--- src/rtl/uart_tx_fifo_drain.sv ---
// uart_tx_fifo_drain: drains words from a ring FIFO that has no empty flag and
// transmits each one as an asynchronous serial frame (start, data LSB-first,
// optional even parity, stop bits).
//
// Optional feature: define UART_TX_FIFO_DRAIN_PARITY_EN to insert an even parity
// bit between the data bits and the stop bits.
//
// Ports:
//   clk        system clock, all logic on posedge
//   rst_n      asynchronous reset, active-low
//   enable     1 = allowed to start new frames
//   fifo_read  read strobe to FIFO, one-cycle pulse (registered)
//   fifo_data  FIFO output word, valid when fifo_val=1
//   fifo_val   FIFO read-valid, one cycle after an accepted read
//   tx         serial line, idles high (registered)
//   busy       high from first start-bit cycle to last stop-bit cycle (registered)
//   frame_done one-cycle pulse on the last cycle of the final stop bit (registered)
module uart_tx_fifo_drain #(
  parameter int unsigned DATA_W    = 8,
  parameter int unsigned CLK_DIV   = 16,
  parameter int unsigned STOP_BITS = 1
) (
  input  logic              clk,
  input  logic              rst_n,
  input  logic              enable,
  output logic              fifo_read,
  input  logic [DATA_W-1:0] fifo_data,
  input  logic              fifo_val,
  output logic              tx,
  output logic              busy,
  output logic              frame_done
);

  localparam int unsigned BAUD_W = $clog2(CLK_DIV);
  localparam int unsigned BIT_W  = $clog2(DATA_W + 1);

  localparam logic [BAUD_W-1:0] BAUD_LAST = BAUD_W'(CLK_DIV - 1);
  localparam logic [BIT_W-1:0]  DATA_LAST = BIT_W'(DATA_W - 1);
  localparam logic [BIT_W-1:0]  STOP_LAST = BIT_W'(STOP_BITS - 1);

  typedef enum logic [2:0] {
    IDLE,
    REQ,
    WAIT,
    START,
    DATA,
`ifdef UART_TX_FIFO_DRAIN_PARITY_EN
    PARITY,
`endif
    STOP
  } state_t;

  state_t              state_q, state_d;
  logic [BAUD_W-1:0]   baud_q, baud_d;
  logic [BIT_W-1:0]    bit_q, bit_d;
  logic [DATA_W-1:0]   shift_q, shift_d;
  logic                baud_end;
  logic                fifo_read_d, tx_d, busy_d, frame_done_d;

  assign baud_end = (baud_q == BAUD_LAST);

  // State, counters, shift register and registered outputs
  always_ff @(posedge clk or negedge rst_n) begin
    if (!rst_n) begin
      state_q    <= IDLE;
      baud_q     <= '0;
      bit_q      <= '0;
      shift_q    <= '0;
      fifo_read  <= 1'b0;
      tx         <= 1'b1;
      busy       <= 1'b0;
      frame_done <= 1'b0;
    end else begin
      state_q    <= state_d;
      baud_q     <= baud_d;
      bit_q      <= bit_d;
      shift_q    <= shift_d;
      fifo_read  <= fifo_read_d;
      tx         <= tx_d;
      busy       <= busy_d;
      frame_done <= frame_done_d;
    end
  end

  // Next state, next counters, and next output values derived from them
  always_comb begin
    state_d      = state_q;
    baud_d       = '0;
    bit_d        = bit_q;
    shift_d      = shift_q;
    fifo_read_d  = 1'b0;
    tx_d         = 1'b1;
    busy_d       = 1'b0;
    frame_done_d = 1'b0;

    case (state_q)
      IDLE: begin
        bit_d = '0;
        if (enable) state_d = REQ;
      end
      REQ: begin
        bit_d   = '0;
        state_d = WAIT;
      end
      WAIT: begin
        bit_d = '0;
        if (fifo_val) begin
          shift_d = fifo_data;
          state_d = START;
        end else if (enable) begin
          state_d = REQ;
        end else begin
          state_d = IDLE;
        end
      end
      START: begin
        baud_d = baud_end ? '0 : baud_q + 1'b1;
        if (baud_end) state_d = DATA;
      end
      DATA: begin
        baud_d = baud_end ? '0 : baud_q + 1'b1;
        if (baud_end) begin
          // Rotate rather than shift so the word is intact again for parity
          shift_d = {shift_q[0], shift_q[DATA_W-1:1]};
          if (bit_q == DATA_LAST) begin
            bit_d = '0;
`ifdef UART_TX_FIFO_DRAIN_PARITY_EN
            state_d = PARITY;
`else
            state_d = STOP;
`endif
          end else begin
            bit_d = bit_q + 1'b1;
          end
        end
      end
`ifdef UART_TX_FIFO_DRAIN_PARITY_EN
      PARITY: begin
        baud_d = baud_end ? '0 : baud_q + 1'b1;
        if (baud_end) state_d = STOP;
      end
`endif
      STOP: begin
        baud_d = baud_end ? '0 : baud_q + 1'b1;
        if (baud_end) begin
          if (bit_q == STOP_LAST) begin
            bit_d   = '0;
            state_d = enable ? REQ : IDLE;
          end else begin
            bit_d = bit_q + 1'b1;
          end
        end
      end
      default: begin
        bit_d   = '0;
        state_d = IDLE;
      end
    endcase

    // Outputs are registered copies of what the next state will drive
    fifo_read_d  = (state_d == REQ);
    busy_d       = !(state_d inside {IDLE, REQ, WAIT});
    frame_done_d = (state_d == STOP) && (baud_d == BAUD_LAST) && (bit_d == STOP_LAST);
    case (state_d)
      START:   tx_d = 1'b0;
      DATA:    tx_d = shift_d[0];
`ifdef UART_TX_FIFO_DRAIN_PARITY_EN
      PARITY:  tx_d = ^shift_d;
`endif
      default: tx_d = 1'b1;
    endcase
  end

endmodule

--- config.mk ---
export PLATFORM = sky130hd
export DESIGN_NAME = uart_tx_fifo_drain
export DESIGN_NICKNAME = d
export VERILOG_FILES = /design/src/rtl/uart_tx_fifo_drain.sv
export SDC_FILE = /design/constraint.sdc
export NUM_CORES = 1
export LEC_CHECK = 0
export ABC_AREA = 1
export CAP_MARGIN = 10
export CORE_UTILIZATION = 49
export CTS_CLUSTER_DIAMETER = 40
export DETAILED_ROUTE_END_ITERATION = 8
export PLACE_DENSITY = 0.82
export SETUP_SLACK_MARGIN = 0.05
export SLEW_MARGIN = 30
export SYNTH_ARGS = -nofsm -noshare
export SYNTH_HDL_FRONTEND = slang
export SYNTH_SLANG_ARGS = --single-unit
--- constraint.sdc ---
create_clock -name clk -period 1.5 [get_ports clk]
set_input_delay 0.45 -clock clk [delete_from_list [all_inputs] [get_ports clk]]
set_output_delay 0.45 -clock clk [all_outputs]
set_load 0.01 [all_outputs]
==> results.txt, run 1 <==
----------------------------------------------------
[Critical path]
  Category of the most critical setup path ... flop to flop
  Worst setup path endpoint ... bit_q[3]
  Crit path DAT ... 1900 ps
  Launching point of the worst reg2reg path ... baud_q[1]
  Critical path's largest stage delay ... 430 ps
  Maximum fanout along the worst path ... 7
  Number of buffers and inverters on the critical path ... 2
  Cells on worst reg2reg path ... 10
  Worst reg2reg setup slack ... -130 ps
  Ordered list of cells on the worst path ... ha_4 > nand2_4 > nor2_4 > nand3_1 > nand2_1 > nand2_1 > nor2_1 > nor2_2 > buf_4 > inv_1
  Most used cell, CP ... nand2_1
  Launching element of the worst setup path ... baud_q[1]
  Nature of the critical path startpoint ... flop
  Cell class contributing the biggest share of worst-path delay ... simple AND/OR/NAND/NOR gates
  CP max-delay cell ... dfrtp_1
  Required time worst endpoint ... 1770 ps
  Type of element capturing the critical path ... flop
  Critical path depth in cells ... 10
  Crit Reg-Reg Endpoint ... bit_q[3]

[Clock tree]
  Clock tree from TritonCTS ... built
  Post-cts hold buffer count ... 0
  H-tree lvl count ... 1
  Clk buf depth ... 2
  Skew-Pair Late Insertion Delay ... 320 ps
  Number of sinks driven by the clock tree ... 23
  Buffer cell driving the clock tree root ... clkbuf_4
  CTS buffer count ... 3
  Clock transition at the register clock pins on the worst setup and hold paths after CTS ... 130 ps

[Power]
  Worst vdd rail ir drop ... 0.682 mV
  Power per unit of standard cell area ... 541 nW/um^2
  Cell leakage power ... 0.928 nW

[STA]
  Final Hold Viols ... 0
  Endpoints failing setup ... 5
  Worst Slack Setup Final ... -131 ps
  RSZ-0062 raised after global routing ... true
  Clock period minus final worst setup slack ... 1630 ps
  Final clock skew ... 0.866 ps
  Worst-case headroom to the max-slew limit ... 0.812
  Fmax ... 613 MHz
  Total Negative Setup Slacks ... -467 ps
  Final period util ... 1.09
  Max Slew Vio Count ... 0
  Transition at the pin with the smallest max-transition slack ... 281 ps

[Drt]
  Avg WL per Cell ... 14.9 microns
  Number of DRC markers in iteration 0 ... 35
  Routed Wire Length ... 3470 microns
  1st-pass router iterations ... 4
  Final routed DRC violation total ... 0
  Overall via count from detail_route ... 1,263
  Routed wl met3 ... 153 microns
  Average vias per placed instance ... 5.44
  Top routing layer in use ... met4
  Met2 wire length ... 1850 microns
  Remaining antenna violation count after routing ... 0
  Metal-1 WL ... 1410 microns

[Synth]
  Post-Synthesis Mean Instance Area ... 7.88 sq um
  Share of the synthesized area in the top cell type ... 0.426
  Syn Std Cell Area ... 1290 sq um
  Flops & latches, synth ... 23
  Synth warn ... 0
  Synthesized netlist cell count ... 164
  Net count after synthesis ... 179
  Part of the Yosys area used for sequential elements ... 0.446
  Number of distinct library cells after synthesis ... 26
  Largest area contributor in the netlist ... dfrtp_1
  Biggest area contributors in the synthesized netlist ... dfrtp_1 (43%), nand2_1 (13%), inv_1 (7.3%)

[GRT]
  Overflow left after global routing ... 0
  Largest net degree at the start of global routing ... 24
  Wire length of the first global-routing pass ... 5150 microns
  GR Util All Layers ... 0.253
  Antenna violations before repair ... 0
  Via count of the first global-routing pass ... 1,188

[Min path]
  Path class of the lowest-slack min-delay path ... primary input to asynchronous set/reset pin

[Floorplanning]
  Site row count ... 18
  Initial Utilization ... 0.522
  Horizontal die dimension ... 53.4 microns
  Die Ht ... 53.4 microns
  Core Region ... 2480 sq um
  Die Footprint ... 2850 sq um
  Ports ... 16

[Cells and area]
  Synth-to-layout area growth ... 44.7%
  Commonest non-fill, non-tap cells in the layout ... nand2_1 (32), dfrtp_1 (22), inv_1 (21)
  Count of antenna diodes in the layout ... 0
  Filler cells ... 174
  Most common cell after layout, fill and taps aside ... nand2_1
  Final net count ... 218
  Layout cell share with drive strength beyond 1 ... 0.386
  Post-route non-filler standard cell count ... 232

[Placement]
  IO Port Bufs ... 15
  Dpl hpwl ... 2170 microns
  Placed Cells ... 217
  Placer's final routability congestion estimate ... 0.938

[Outcome]
  Failing checks ... setup timing
  Outcome ... finished, violations left

[Run]
  Number of violations of the max-capacitance limit ... 0

----------------------------------------------------
cell usage after synthesis:
| cell | number |
|---|---|
| nand2_1 | 46 |
| inv_1 | 25 |
| dfrtp_1 | 22 |
| nor2_1 | 16 |
| nand3_1 | 14 |
| a22oi_1 | 7 |
| inv_2 | 4 |
| nand3_2 | 4 |
| ha_1 | 3 |
| nor2_2 | 3 |
| o21ai_0 | 3 |
| nand4_1 | 2 |
| nor3_1 | 2 |
| a21oi_2 | 1 |
| a31oi_1 | 1 |
| buf_6 | 1 |
| dfstp_2 | 1 |
| nand2_2 | 1 |
| nand2_4 | 1 |
| nand4_4 | 1 |
| nor2_4 | 1 |
| nor3_2 | 1 |
| o211ai_1 | 1 |
| o21ai_2 | 1 |
| or2_1 | 1 |
| xor2_1 | 1 |
worst min path at each step:
stage / cells past startpoint / to / start / slack [ps]
5_1_grt: 2 / baud_q[0] / rst_n / 470
3_3_place_gp: 2 / shift_q[1] / shift_q[1] / 460
6_report: 2 / bit_q[2] / rst_n / 460
2_1_floorplan: 0 / baud_q[0] / rst_n / 150
4_1_cts: 2 / bit_q[2] / rst_n / 460
3_5_place_dp: 2 / shift_q[7] / shift_q[7] / 470
worst register-to-register path: stages (launching register included):
cell     delay [ps]
dfrtp_1         430
ha_4            200
nand2_4          70
nor2_4          220
nand3_1         120
nand2_1          70
nand2_1          50
nor2_1          170
nor2_2           80
buf_4           130
inv_1            50
area by class of cell:
cell class | instances | area, sq um | area share
tap | 30 | 37.5 | 0.0201
timing repair buffer | 35 | 334 | 0.179
sequential | 23 | 577 | 0.308
clock buffer | 3 | 22.5 | 0.0120
clock inverter | 1 | 5.00 | 0.00268
inverter | 29 | 109 | 0.0582
multi-input combinational | 111 | 786 | 0.420
routing by layer:
layer  vias up  global-route usage
met2        40               0.431
met1       623               0.314
met4         0               0.101
met3         8              0.0402
li1        592                   -
met5         -                   0
repair_timing:
action / 4_1_cts / 5_1_grt
endpoints found under the setup margin: 20 / 21
resized for setup: 24 / 37
buffers inserted: 4 / 7
pin swaps: 3 / 10
flip-flops by register name, summed over array words and instances (netlist names):
signal      flops
shift_q         8
baud_q          4
bit_q           4
state_q         3
busy            1
fifo_read       1
frame_done      1
tx              1
kinds of logic after synthesis:
kind of cell,synth area share
and+or+nand+nor,0.349
buffers and inverters,0.0929
DFF,0.446
AOI/OAI and AO/OA,0.0765
adders and majority gates,0.0290
xor gates and xnor gates,0.00678
through the flow:
stage	power, mW	hold slack, ps	worst slack, ps	instance area [sq um]	utilization
3_5_place_dp	0.716	471	-182	1560	0.630
4_1_cts	1.01	463	-43.9	1690	0.683
2_1_floorplan	0.661	154	71.7	1290	-
6_report	1.01	457	-131	1870	0.755
3_3_place_gp	0.714	465	-92.6	1560	0.630
5_1_grt	1.03	472	-240	1870	0.755
report_power, final:
group	leakage [nW]	internal, mW	switching (mW)
combinational	0.629	0.0405	0.0279
clock	0.0177	0.100	0.201
sequential	0.282	0.633	0.00946
Note: power is estimated with default switching activity, not from simulation.
==> run 2, diff against run 1 <==
- TNS_END_PERCENT: not set -> 1
==> results.txt, run 2 (synthesis results as in run 1) <==
----------------------------------------------------
[Outcome]
  Outcome ... finished, violations left (unchanged)
  Failing checks ... setup timing (unchanged)

[Power]
  Worst vdd rail ir drop ... 0.606 mV (was 0.682 mV)
  Power per unit of standard cell area ... 606 nW/um^2 (was 541 nW/um^2)
  Cell leakage power ... 0.855 nW (was 0.928 nW)
  Overall power ... 1.00 mW (was 1.01 mW)

[GRT]
  Wire length of the first global-routing pass ... 4710 microns (was 5150 microns)
  Routing usage on met1 ... 0.294 (was 0.314)
  Global Route met2 Usage ... 0.385 (was 0.431)
  Antenna violations before repair ... 0 (unchanged)
  Via count of the first global-routing pass ... 1,096 (was 1,188)
  Busiest grt layer ... met2 (unchanged)
  GR Layer Usage met3 ... 0.0374 (was 0.0402)
  GR Util All Layers ... 0.231 (was 0.253)
  Largest net degree at the start of global routing ... 24 (unchanged)
  Overflow left after global routing ... 0 (unchanged)

[Cells and area]
  Synth-to-layout area growth ... 27.7% (was 44.7%)
  Leading registers by flop count ... shift_q: 8 flops, baud_q: 4 flops, bit_q: 4 flops (unchanged)
  FF/Latch Area ... 577 sq um (unchanged)
  Biggest register ... shift_q (unchanged)
  Filler cells ... 217 (was 174)
  Post-route non-filler standard cell count ... 223 (was 232)
  Layout cell share with drive strength beyond 1 ... 0.223 (was 0.386)
  Most common cell after layout, fill and taps aside ... nand2_1 (unchanged)
  Final net count ... 209 (was 218)
  Max reg flops ... 8 (unchanged)
  Count of antenna diodes in the layout ... 0 (unchanged)
  Commonest non-fill, non-tap cells in the layout ... nand2_1 (43), inv_1 (25), dfrtp_1 (22) (was nand2_1 (32), dfrtp_1 (22), inv_1 (21))
  Post-Layout Inst Area ... 1650 sq um (was 1870 sq um)
  Area occupied by multi-input gates ... 642 sq um (was 786 sq um)

[Critical path]
  Worst reg2reg setup slack ... -90 ps (was -130 ps)
  Crit Reg-Reg Endpoint ... frame_done (was bit_q[3])
  Nature of the critical path startpoint ... flop (unchanged)
  Maximum fanout along the worst path ... 6 (was 7)
  Category of the most critical setup path ... flop to flop (unchanged)
  Required time worst endpoint ... 1750 ps (was 1770 ps)
  Cells on worst reg2reg path ... 7 (was 10)
  Crit path DAT ... 1840 ps (was 1900 ps)
  Launching point of the worst reg2reg path ... baud_q[0] (was baud_q[1])
  Type of element capturing the critical path ... flop (unchanged)

[Floorplanning]
  Die Ht ... 53.4 microns (unchanged)
  Ports ... 16 (unchanged)
  Horizontal die dimension ... 53.4 microns (unchanged)
  Initial Utilization ... 0.522 (unchanged)
  Site row count ... 18 (unchanged)
  Core Region ... 2480 sq um (unchanged)
  Die Footprint ... 2850 sq um (unchanged)

[Clock tree]
  Skew-Pair Late Insertion Delay ... 310 ps (was 320 ps)
  CTS buffer count ... 3 (unchanged)
  Number of sinks driven by the clock tree ... 23 (unchanged)
  Clock tree from TritonCTS ... built (unchanged)
  Clock transition at the register clock pins on the worst setup and hold paths after CTS ... 130 ps (about the same)
  Buffer cell driving the clock tree root ... clkbuf_4 (unchanged)
  Clk buf depth ... 2 (unchanged)
  H-tree lvl count ... 1 (unchanged)

[Placement]
  Placer's final routability congestion estimate ... 0.938 (unchanged)
  Placed Cells ... 217 (unchanged)
  IO Port Bufs ... 15 (unchanged)
  Post-placement setup slack ... -182 ps (unchanged)
  Dpl hpwl ... 2170 microns (unchanged)
  Dpl cell area ... 1560 sq um (unchanged)

[STA]
  Transition at the pin with the smallest max-transition slack ... 242 ps (was 281 ps)
  Fmax ... 628 MHz (was 613 MHz)
  Max Slew Vio Count ... 0 (unchanged)
  Final Hold Viols ... 0 (unchanged)
  Total Negative Setup Slacks ... -282 ps (was -467 ps)
  Endpoints failing setup ... 4 (was 5)
  Worst-case headroom to the max-slew limit ... 0.838 (was 0.812)
  RSZ-0062 raised after global routing ... true (unchanged)
  Worst Slack Setup Final ... -92.8 ps (was -131 ps)
  Clock period minus final worst setup slack ... 1590 ps (was 1630 ps)
  Final period util ... 1.06 (was 1.09)
  Final clock skew ... 3.51 ps (was 0.866 ps)

[Drt]
  Avg WL per Cell ... 13.2 microns (was 14.9 microns)
  Number of DRC markers in iteration 0 ... 39 (was 35)
  Overall via count from detail_route ... 1,190 (was 1,263)
  Average vias per placed instance ... 5.34 (was 5.44)
  Final routed DRC violation total ... 0 (unchanged)
  Remaining antenna violation count after routing ... 0 (unchanged)
  1st-pass router iterations ... 5 (was 4)
  Routed Wire Length ... 2940 microns (was 3470 microns)

[Min path]
  Path class of the lowest-slack min-delay path ... primary input to asynchronous set/reset pin (unchanged)

[Run]
  Number of violations of the max-capacitance limit ... 0 (unchanged)

----------------------------------------------------
-- run 2: cell types whose count changed in the layout (fill, tap and decap cells not counted), sizes merged --
| cell | previous run | this run |
|---|---|---|
| buf | 20 | 12 |
| clkbuf | 4 | 3 |
-- run 2: worst max-delay path: stages (launching register included) --
cell,delay [ps]
dfrtp_1,420
ha_4,170
nand3_2,200
nand2_1,130
nand2_1,100
a31oi_2,230
nand2_2,110
nor3_2,170
-- run 2: final cells by class --
cell class	instances	share of cell area
multi-input combinational	111	0.389
sequential	23	0.350
timing repair buffer	26	0.156
inverter	29	0.0660
tap	30	0.0227
clock buffer	3	0.0136
clock inverter	1	0.00303
-- run 2: how the worst max path moves through the flow --
stage,start,end,slack (ps),depth (start not counted)
6_report,baud_q[0],frame_done,-90,7
5_1_grt,baud_q[0],frame_done,-190,9
4_1_cts,baud_q[0],frame_done,-100,7
3_5_place_dp,fifo_val,frame_done,-180,6
3_3_place_gp,fifo_val,frame_done,-90,6
2_1_floorplan,baud_q[0],frame_done,70,8
-- run 2: timing repair --
item / CTS / global route
resized for setup: 10 / 11
hold buffers: 0 / 0
endpoints found under the hold margin: 0 / 0
setup endpoints to repair: 20 / 21
pin swaps: 1 / 5
setup buffers: 0 / 2
-- run 2: stage by stage --
| step | hold slack (ps) | util |
|---|---|---|
| final | 464 | 0.666 |
| after global routing | 475 | 0.666 |
| after CTS | 463 | 0.642 |
| after floorplan | 154 | - |
| after detailed placement | 471 | 0.630 |
| after global placement | 465 | 0.630 |
-- run 2: metal layers --
layer | routed length [microns] | share of wire | up-vias
met3 | 175 | 0.059 | 2
met1 | 1240 | 0.42 | 562
met4 | 17 | 0.0058 | 0
met5 | 0 | 0 | -
li1 | - | - | 573
met2 | 1510 | 0.51 | 53
-- run 2: power breakdown --
group	switching, mW	internal (mW)
sequential	0.00708	0.633
clock	0.196	0.0998
combinational	0.0262	0.0387
total	0.230	0.771
==> run 3, diff against run 2 <==
- ABC_CLOCK_PERIOD_IN_PS: not set -> 1500
==> results of run 3 <==
Same layout as run 2: the final DEF is identical, and so are final timing and power.
